--- src/rtl/multiplicador_if.sv ---
`default_nettype none
// ============================================================================
// Module   : multiplicador_if
// Purpose  : Handshake and operand bundle for the shift-and-add multiplier.
//            The master drives the request and operands, and the slave
//            returns the result and status.
// Signals  : start - request, sampled only while the multiplier is idle
//            A     - multiplicand, unsigned, WIDTH bits
//            B     - multiplier, unsigned, WIDTH bits
//            C     - addend, unsigned, WIDTH bits (tie to 0 for a plain multiply)
//            P     - result A*B+C, 2*WIDTH bits; holds the last completed result
//            busy  - high while iterating
//            done  - one-cycle pulse when P is updated
// Revision : 1.0 - initial release
// ============================================================================
interface multiplicador_if #(
  parameter int WIDTH = 4
);
  logic               start;
  logic [WIDTH-1:0]   A;
  logic [WIDTH-1:0]   B;
  logic [WIDTH-1:0]   C;
  logic [2*WIDTH-1:0] P;
  logic               busy;
  logic               done;

  modport master (output start, A, B, C, input  P, busy, done);
  modport slave  (input  start, A, B, C, output P, busy, done);
endinterface
`default_nettype wire

--- src/rtl/multiplicador.sv ---
`default_nettype none
// ============================================================================
// Module   : multiplicador
// Purpose  : Sequential shift-and-add multiplier that computes P = A*B + C
//            on unsigned operands. It forms one partial product per clock,
//            so the latency is fixed at WIDTH cycles from start to done.
//            When it is fed a divider's quotient, divisor and remainder, it
//            rebuilds the original dividend.
// Ports    : clk   - rising-edge clock
//            reset - asynchronous active-low reset
//            bus   - multiplicador_if.slave (start/A/B/C in, P/busy/done out)
// Revision : 1.0 - initial release
// ============================================================================
module multiplicador #(
  parameter int WIDTH = 4
) (
  input  logic           clk,
  input  logic           reset,
  multiplicador_if.slave bus
);

  localparam int              c_PW   = 2 * WIDTH;
  localparam int              c_CW   = (WIDTH > 1) ? $clog2(WIDTH) : 1;
  localparam logic [c_CW-1:0] c_LAST = c_CW'(WIDTH - 1);

  typedef enum logic [1:0] {
    S_IDLE = 2'd0,
    S_CALC = 2'd1,
    S_DONE = 2'd2
  } state_t;

  state_t           r_state;
  logic [c_PW-1:0]  r_acc;
  logic [c_PW-1:0]  r_mcand;
  logic [WIDTH-1:0] r_mplier;
  logic [c_CW-1:0]  r_count;
  logic [c_PW-1:0]  r_p;
  logic             r_busy;
  logic             r_done;

  // The accumulator value after this cycle's partial product. It is also the
  // final result on the last iteration, so P is loaded on the same edge.
  // The accumulator never overflows: the largest result is 2^2W - 2^W.
  logic [c_PW-1:0]  w_acc_next;
  assign w_acc_next = r_mplier[0] ? (r_acc + r_mcand) : r_acc;

  always_ff @(posedge clk or negedge reset) begin
    if (!reset) begin
      r_state  <= S_IDLE;
      r_acc    <= '0;
      r_mcand  <= '0;
      r_mplier <= '0;
      r_count  <= '0;
      r_p      <= '0;
      r_busy   <= 1'b0;
      r_done   <= 1'b0;
    end else begin
      case (r_state)
        S_IDLE: begin
          if (bus.start) begin
            // Operands are captured here, so later changes on A/B/C have
            // no effect on the operation in progress.
            r_acc    <= {{WIDTH{1'b0}}, bus.C};
            r_mcand  <= {{WIDTH{1'b0}}, bus.A};
            r_mplier <= bus.B;
            r_count  <= '0;
            r_busy   <= 1'b1;
            r_state  <= S_CALC;
          end
        end

        S_CALC: begin
          // All WIDTH iterations always run. The loop does not end early
          // when the multiplier becomes zero, which keeps the latency fixed.
          r_acc    <= w_acc_next;
          r_mcand  <= r_mcand << 1;
          r_mplier <= r_mplier >> 1;
          r_count  <= r_count + 1'b1;
          if (r_count == c_LAST) begin
            r_p     <= w_acc_next;
            r_busy  <= 1'b0;
            r_done  <= 1'b1;
            r_state <= S_DONE;
          end
        end

        S_DONE: begin
          // A start seen here is dropped rather than queued.
          r_done  <= 1'b0;
          r_state <= S_IDLE;
        end

        default: begin
          r_busy  <= 1'b0;
          r_done  <= 1'b0;
          r_state <= S_IDLE;
        end
      endcase
    end
  end

  assign bus.P    = r_p;
  assign bus.busy = r_busy;
  assign bus.done = r_done;

endmodule
`default_nettype wire
--- src/flat_wrapper.sv ---
// flat-port wrapper written by rule: the top's interface ports become plain ports
module multiplicador_flat 
#(
  parameter int WIDTH = 4
)
  (clk, reset, bus_start, bus_A, bus_B, bus_C, bus_P, bus_busy, bus_done);
  multiplicador_if #(.WIDTH(WIDTH)) bus_i ();
  input  logic clk;
  input  logic reset;
  input wire logic [$bits(bus_i.start)-1:0] bus_start;
  input wire logic [$bits(bus_i.A)-1:0] bus_A;
  input wire logic [$bits(bus_i.B)-1:0] bus_B;
  input wire logic [$bits(bus_i.C)-1:0] bus_C;
  output wire logic [$bits(bus_i.P)-1:0] bus_P;
  output wire logic [$bits(bus_i.busy)-1:0] bus_busy;
  output wire logic [$bits(bus_i.done)-1:0] bus_done;
  assign bus_i.start = bus_start;
  assign bus_i.A = bus_A;
  assign bus_i.B = bus_B;
  assign bus_i.C = bus_C;
  assign bus_P = bus_i.P;
  assign bus_busy = bus_i.busy;
  assign bus_done = bus_i.done;
  multiplicador #(.WIDTH(WIDTH)) u_core (.clk(clk), .reset(reset), .bus(bus_i));
endmodule
--- config.mk ---
export PLATFORM = sky130hd
export DESIGN_NAME = multiplicador_flat
export DESIGN_NICKNAME = d
export VERILOG_FILES = /design/src/rtl/multiplicador_if.sv /design/src/rtl/multiplicador.sv /design/src/flat_wrapper.sv
export SDC_FILE = /design/constraint.sdc
export NUM_CORES = 1
export LEC_CHECK = 0
export ABC_AREA = 1
export BUFFER_PORTS_ARGS = -buffer_cell sky130_fd_sc_hd__buf_2
export CORE_UTILIZATION = 59
export DETAILED_ROUTE_END_ITERATION = 8
export HOLD_SLACK_MARGIN = 0.02
export PLACE_DENSITY = 0.82
export SYNTH_ARGS = -nofsm -noshare
export SYNTH_HDL_FRONTEND = slang
export SYNTH_SLANG_ARGS = --single-unit
--- constraint.sdc ---
create_clock -name clk -period 4.82 [get_ports clk]
set_input_delay 0.241 -clock clk [delete_from_list [all_inputs] [get_ports clk]]
set_output_delay 0.241 -clock clk [all_outputs]
set_load 0.01 [all_outputs]
---- Word level (Yosys, flattened, before mapping) ----
Index checks and enable logic that the tools add are counted.
storage, ports and cells
  bits in registers ....................... 34
  input bits .............................. 15
  output and inout bits ................... 10
operators by class
  $add $sub $neg .......................... 2
  equality and inequality tests ........... 5
  mux-type cells .......................... 17
  bitwise gates (word level) .............. 2
  reduce and logical (&&, ||, !) cells .... 7
operators with widths
  cell                                                                   number
  8-bit one-hot mux with 2 select lines                                  2
  8-bit two-way mux                                                      3
  8-bit adder                                                            1
  2-bit one-hot mux with 2 select lines                                  2
  4-bit one-hot mux with 2 select lines                                  1
  2-bit AND reduction                                                    4
  2-bit two-way mux                                                      3
  2-bit equality test, second input constant                             2
  4-bit two-way mux                                                      1
  1-bit two-way mux                                                      3
  1-bit one-hot mux with 3 select lines                                  1
  3-bit AND reduction                                                    1
  2-bit by 1-bit adder with 2-bit output, second input constant          1
  2-bit by 1-bit equality test with 1-bit output, second input constant  1
  2-bit logical NOT                                                      1
  2-bit by 1-bit != test with 1-bit output, second input constant        1
  2-bit != test, second input constant                                   1
  1-bit NOT                                                              2
  1-bit one-hot mux with 2 select lines                                  1
  2-bit nonzero test                                                     1

---- Longest topological paths before layout ----
Gate-level depths: netlist of run 1.
  depth in word-level cells ............... 3
  gate-level depth with buffers ........... 12
  mapped depth without buffers ............ 12

---- Worst setup path after synthesis of run 1 ----
No wires, ideal clock.
  kind .................................... register -> register
  from .................................... register u_core.r_mcand[0]
  to ...................................... register u_core.r_p[6], in the netlist u_core.bus.P[6]
  arrival ................................. 1.463 ns
  required time ........................... 4.703 ns
  setup slack ............................. 3.240 ns
  cell stages (with the launch flop) ...... 12
  clock period less this slack ............ 1.580 ns
  cell sequence ........................... dfrtp_1 -> ha_1 -> inv_1 -> fa_1 -> inv_1 -> nand2_1 -> nand2_1 -> nand3b_1 -> nand3_1 -> nand3_1 -> nand3_1 -> nand2_1
between the ends
  cells in the longest elaborated chain, start to end .. 2
RTL lines
  what                    line                 RTL
  from (decl)             multiplicador.sv:34  logic [c_PW-1:0] r_mcand;
  from (signal assigned)  multiplicador.sv:64  r_mcand <= {{WIDTH{1'b0}}, bus.A};
  from (signal assigned)  multiplicador.sv:76  r_mcand <= r_mcand << 1;
  8-bit adder             multiplicador.sv:45  assign w_acc_next = r_mplier[0] ? (r_acc + r_mcand) : r_acc;
  8-bit two-way mux       multiplicador.sv:45
  to (signal assigned)    multiplicador.sv:80  r_p <= w_acc_next;
  to (decl)               multiplicador.sv:37  logic [c_PW-1:0] r_p;
No other way between the ends.
A chain may end at the register's enable or synchronous reset.

---- Worst setup path in the final report of run 1 ----
Ends and elaborated chain as after synthesis.

==> results.toml, run 1 <==
[timing]
fin_crit_sh = 0.3639
worst_pin_slew_ns = 0.7499
setup_ws_ns = 3.066
maxSlewHeadroom = 0.5001
max_freq_mhz = 570.1
holdWs_ns = 0.1499
layout_min_cycle_time_ns = 1.754
slew_violations = 0
finalSetupViolCount = 0
fin_setup_tns_ns = 0
rsz0062_at_grt = "no"
skew_ns = 0.006846
hold_viol_final = 0

[clock_network]
clk_pin_slew_ns = 0.11
clock_latency_ns = 0.34
clock_sinks = 34
ctsResizeCount = 0
cts_buffer_depth = 2
cts_tree = "built"
htreeDepth = 2
cts_root_buffer = "clkbuf_4"
cts_inserted_buffers = 5

[synth]
synth_edf_count = 0
muxShareOfSynthArea = 0
synth_fa_ha_area_frac = 0.06681
synth_warnings = 0
synthesis.area_um2 = 1798
post_synth.cell_area_avg_um2 = 8.402
synth_flop_cell = "dfrtp_1"
synth.net_count = 238
ys_types = 27
ys_seq_elements = 34
synth_top_family_by_area = "simple AND/OR/NAND/NOR gates"
synth_cells = 214
synth_xor_area_frac = 0.009743
synth-simple-area-share = 0.2624
yosysSeqAreaShare = 0.4732
synth_compound_area_frac = 0.1155
async_flop_share = 1.000

[worst_setup_path]
r2r_start = "u_core.r_mcand[0]"
crit_type = "reg -> reg"
path_max_fanout = 3
r2r-end = "u_core.bus.P[6]"
r2r_cells = 11
end_kind = "register"
r2r_setup_slack_ns = 3.07
arrival_ns = 2.00
startpoint_type = "register"
cp.required_ns = 5.07

[final_layout]
finalNonFillerCells = 272
multi_input_area_um2 = 817.0
regArea_um2 = 850.8
area_growth_pct = 10.58
diodes = 0
nFillCells = 230
final_layout_size_suffix_gt1_frac = 0.1743
nNetsFinal = 264

[floorplanning]
die_x_um = 57.21
io_pins = 25
core-area_um2 = 2829
fp-row-count = 19
die_h_um = 57.21
initial_utilization = 0.6356
die_area_um2 = 3272

[grt]
grt_antenna_before_repair = 0
grt_max_degree = 35
grt_pass1_vias = 1444
grt.overflow.total = 0
grt_use_total = 0.2599
grt_pass1_wl_um = 6354

[placement]
gp_congestion = 0.8448
dp.cells = 263
dp_hpwl_um = 2610
io_buffers = 24
place_worst_setup_slack_ns = 3.092

[hold_path]
worstHoldEndpoint = "u_core.r_mcand[0]"
hold_path_depth = 2
worstHoldStart = "bus_A[0]"
hold_path_class = "in -> reg"

[run_status]
status = "finished, final reports clean"

[power]
p_sw_mw = 0.6904
pwr-share-comb = 0.533
intPower_mw = 0.7988
p_leak_nw = 1.051
p_clk_frac = 0.115
pwr_density_cell_nw_per_um2 = 749.1
power.total_mw = 1.489
pwr-share-seq = 0.352
ir_drop_v = 0.0004776
switching_share = 0.4636

[flow_run]
maxCapViolations = 0

[detailed_routing]
viasPerCell = 5.434
drc_errors = 0
antenna_left = 0
post_drt_wl_per_cell_um = 13.47
totalWireLength_um = 3665
dr.pass1.iters = 4
vias = 1478
drt_iter0_drc = 57
metrics by stage:
stage,util,instance area (um2)
global route,0.7028,1988
detailed placement,0.6767,1914
CTS,0.7028,1988
floorplan,-,1798
finish,0.7028,1988
global placement,0.6767,1914
worst max-delay path, cell delays in order (launching register included):
cell and delay, ns:
dfrtp_1 0.39, ha_1 0.17, inv_1 0.06, fa_1 0.40, inv_1 0.07, nand2_1 0.05, nand2_1 0.10, nand3b_1 0.10
nand3_1 0.08, nand3_1 0.09, nand3_1 0.10, nand2_1 0.05
synthesized netlist by cell type (3+ instances only):
library cell / n / share of area
nand2_1: 63 / 0.13
dfrtp_1: 34 / 0.47
nand3_1: 19 / 0.053
inv_1: 18 / 0.038
o21ai_0: 12 / 0.033
nor2_1: 11 / 0.023
a21oi_1: 10 / 0.028
ha_1: 8 / 0.056
o22ai_1: 7 / 0.024
buf_2: 4 / 0.011
nand3b_1: 4 / 0.017
or2_2: 3 / 0.010
repair_timing:
action,4_1_cts,5_1_grt
endpoints found under the hold margin,34,0
setup buffers,0,0
hold buffers,1,0
sequential cells by signal (all words and copies together), names as in the netlist:
| signal | cells |
|---|---|
| u_core.bus.P | 8 |
| u_core.r_state | 2 |
| u_core.r_mcand | 8 |
| u_core.bus.done | 1 |
| u_core.r_count | 2 |
| u_core.r_mplier | 4 |
| u_core.bus.busy | 1 |
| u_core.r_acc | 8 |
how the worst max path moves through the flow:
stage / depth (start not counted) / end / slack [ns] / startpoint
3_5_place_dp: 11 / u_core.bus.P[6] / 3.09 / u_core.r_mcand[0]
4_1_cts: 10 / u_core.bus.P[4] / 3.05 / u_core.r_mcand[0]
2_1_floorplan: 11 / u_core.bus.P[6] / 3.24 / u_core.r_mcand[0]
6_report: 11 / u_core.bus.P[6] / 3.07 / u_core.r_mcand[0]
3_3_place_gp: 11 / u_core.bus.P[6] / 3.14 / u_core.r_mcand[0]
5_1_grt: 10 / u_core.r_acc[4] / 2.89 / u_core.r_mcand[0]
metal layers:
metal | track usage | routed length (um)
met5 | 0 | 0
met4 | 0.09408 | 80
met3 | 0.07029 | 114
met2 | 0.4370 | 1789
met1 | 0.3238 | 1680
power groups by stage:
stage / clock network, mW / logic (mW) / registers, mW
floorplan: 0 / 0.617 / 0.516
detailed placement: 0 / 0.790 / 0.528
finish: 0.172 / 0.793 / 0.524
global placement: 0 / 0.770 / 0.524
global route: 0.184 / 0.919 / 0.540
CTS: 0.172 / 0.799 / 0.524
cell usage in the layout, fill, tap and decap left out, drive strengths merged:
master        n
a21oi        10
a22o          1
a32o          2
buf          24
clkbuf        6
clkinv        1
clkinvlp      1
dfrtp        34
dlygate4sd3   1
fa            1
ha            8
inv          22
nand2        65
nand3        19
nand3b        4
nor2         12
o211ai        1
o21ai        14
o21bai        1
o22ai         7
or2           5
xnor2         1
xor2          1
area by class of cell:
type | instances | share of cell area
sequential | 34 | 0.4279
tap | 31 | 0.01951
clock inverter | 2 | 0.006293
timing repair buffer | 25 | 0.06545
clock buffer | 6 | 0.02580
inverter | 22 | 0.04405
multi-input combinational | 152 | 0.4109
cells by family (layout without fill, tap and decap cells):
logic type,Yosys count,count (layout)
compound gates,36,36
simple gates,105,105
flops,34,34
buf+inv,28,55
xor+xnor,2,2
fa+ha+maj,9,9
(Power assumes the default switching activity.)
==> run 2: changes to the inputs <==
--- a/config.mk
+++ b/config.mk
@@ -7,10 +7,10 @@
 export LEC_CHECK = 0
 export ABC_AREA = 1
 export BUFFER_PORTS_ARGS = -buffer_cell sky130_fd_sc_hd__buf_2
-export CORE_UTILIZATION = 59
+export CORE_UTILIZATION = 56
 export DETAILED_ROUTE_END_ITERATION = 8
 export HOLD_SLACK_MARGIN = 0.02
-export PLACE_DENSITY = 0.82
+export PLACE_DENSITY = 0.78
 export SYNTH_ARGS = -nofsm -noshare
 export SYNTH_HDL_FRONTEND = slang
 export SYNTH_SLANG_ARGS = --single-unit
==> constraint.sdc (replaced) <==
create_clock -name clk -period 1.7 [get_ports clk]
set_input_delay 0.085 -clock clk [delete_from_list [all_inputs] [get_ports clk]]
set_output_delay 0.085 -clock clk [all_outputs]
set_load 0.01 [all_outputs]
==> run 2 against run 1 <==
Against the previous run:
- setup slack got worse by 3.0 ns
- final area increased by 12%
- clock power rose to 4.4 times the previous value
- final cell count grew 9.9%
- critical path type unchanged
- sequential share of layout area decreased by 4.5 points
- global-route usage down 0.37 points
- largest cell class is now multi-input combinational cells
- combinational power rose to 3.3 times the previous value
- register-to-register slack lost 3.0 ns
- maximum frequency increased by 8.9%
- routed wire length rose by 8.5%
- sequential power grew to 2.8 times the previous value
==> results.toml, run 2 (same netlist as run 1, synthesis figures left out) <==
[detailed_routing]
vias = 1585
drt_iter0_drc = 86
post_drt_wl_per_cell_um = 13.30
viasPerCell = 5.301
dr.pass1.iters = 4
drc_errors = 0
antenna_left = 0
totalWireLength_um = 3977

[clock_network]
cts_buffer_depth = 2
cts_tree = "built"
cts_inserted_buffers = 5
htreeDepth = 2
clock_latency_ns = 0.35
cts_root_buffer = "clkbuf_4"
clock_sinks = 34
clk_pin_slew_ns = 0.13

[timing]
worst_pin_slew_ns = 0.7480
rsz0062_at_grt = "yes"
fin_crit_sh = 0.9478
maxSlewHeadroom = 0.5013
finalSetupViolCount = 0
hold_viol_final = 0
holdWs_ns = 0.03953
layout_min_cycle_time_ns = 1.611
max_freq_mhz = 620.6
setup_ws_ns = 0.08867
skew_ns = 0.02292
slew_violations = 0

[floorplanning]
initial_utilization = 0.5889
fp-row-count = 20
die_area_um2 = 3441
die_h_um = 58.66
io_pins = 25
die_x_um = 58.66
core-area_um2 = 3053

[worst_setup_path]
path_max_fanout = 3
arrival_ns = 1.91
crit_type = "reg -> reg"
crit_start = "u_core.r_mcand[0]"
cp-endpoint = "u_core.r_acc[6]"
end_kind = "register"
r2r-end = "u_core.r_acc[6]"
startpoint_type = "register"
r2r_start = "u_core.r_mcand[0]"
r2r_cells = 12
cp.required_ns = 2.00
r2r_setup_slack_ns = 0.09

[grt]
grt.overflow.total = 0
grt_use_total = 0.2562
grt_max_degree = 35
grt_pass1_wl_um = 6403
grt_pass1_vias = 1447
grt_antenna_before_repair = 0

[hold_path]
hold_path_class = "in -> reg"

[run_status]
status = "finished, final reports clean"

[final_layout]
area_growth_pct = 23.73
fin_area_um2 = 2225
diodes = 0
nNetsFinal = 278
final_common_cell = "nand2_1"
layout_common_cells = "nand2_1, dfrtp_1, buf_2"
final_layout_size_suffix_gt1_frac = 0.2471

[power]
ir_drop_v = 0.001310
power.total_mw = 4.804
pwr_density_cell_nw_per_um2 = 2160
p_leak_nw = 1.140

[placement]
io_buffers = 24
dp_hpwl_um = 2727
placed_area_um2 = 1976
gp_congestion = 0.8608
place_worst_setup_slack_ns = -0.01809

[flow_run]
maxCapViolations = 0
==> run 2: area by class of cell <==
class                   count  area [um2]
clock buffers               5       37.54
multi-input cells         152       872.1
inverters                  22       87.58
repair buffers             39       252.7
fillers                   256       828.3
flip-flops and latches     34       850.8
clock inverters             3       68.82
well taps                  44       55.05
==> run 2: report_power, final <==
part / switching, mW / internal (mW)
combinational: 1.56 / 1.04
sequential: 0.252 / 1.20
clock: 0.289 / 0.460
total: 2.10 / 2.70
==> run 2: worst max-delay path: stages (launching register included) <==
cell and delay, ns:
dfrtp_1 0.37, ha_2 0.19, inv_2 0.04, fa_2 0.35
inv_2 0.06, nand2_2 0.05, nand2_2 0.07, nand3b_1 0.10
nand2_1 0.08, nand2_1 0.06, nand3_2 0.08, nand3_2 0.06
nand2_1 0.07
==> run 2: layer usage <==
metal | GRT usage | part of all wire
met2 | 0.4319 | 0.50
met3 | 0.05495 | 0.040
met4 | 0.1020 | 0.011
met1 | 0.3231 | 0.45
met5 | 0 | 0
==> run 2: how the worst min path moves through the flow <==
stage | startpoint | to | slack, ns | cells after the start
detailed placement | reset | u_core.r_mcand[5] | 0.20 | 1
floorplan | reset | u_core.bus.P[0] | -0.21 | 0
CTS | bus_B[0] | u_core.r_mplier[0] | 0.03 | 3
global route | bus_B[2] | u_core.r_mplier[2] | 0.06 | 3
finish | bus_B[2] | u_core.r_mplier[2] | 0.04 | 3
global placement | reset | u_core.r_mcand[5] | 0.20 | 1
==> run 2: stage by stage <==
| stage | setup TNS, ns | utilization | std cells |
|---|---|---|---|
| 2_1_floorplan | 0 | - | 214 |
| 3_3_place_gp | 0 | 0.6471 | 282 |
| 3_5_place_dp | -0.01809 | 0.6471 | 282 |
| 4_1_cts | 0 | 0.7107 | 299 |
| 5_1_grt | -0.02653 | 0.7287 | 299 |
| 6_report | 0 | 0.7287 | 299 |
==> run 2: repair_timing <==
item | CTS | global route
hold buffers | 8 | 0
pin swaps | 0 | 1
setup endpoints to repair | 2 | 6
setup buffers | 1 | 0
resized for setup | 1 | 16
hold endpoints to repair | 41 | 0
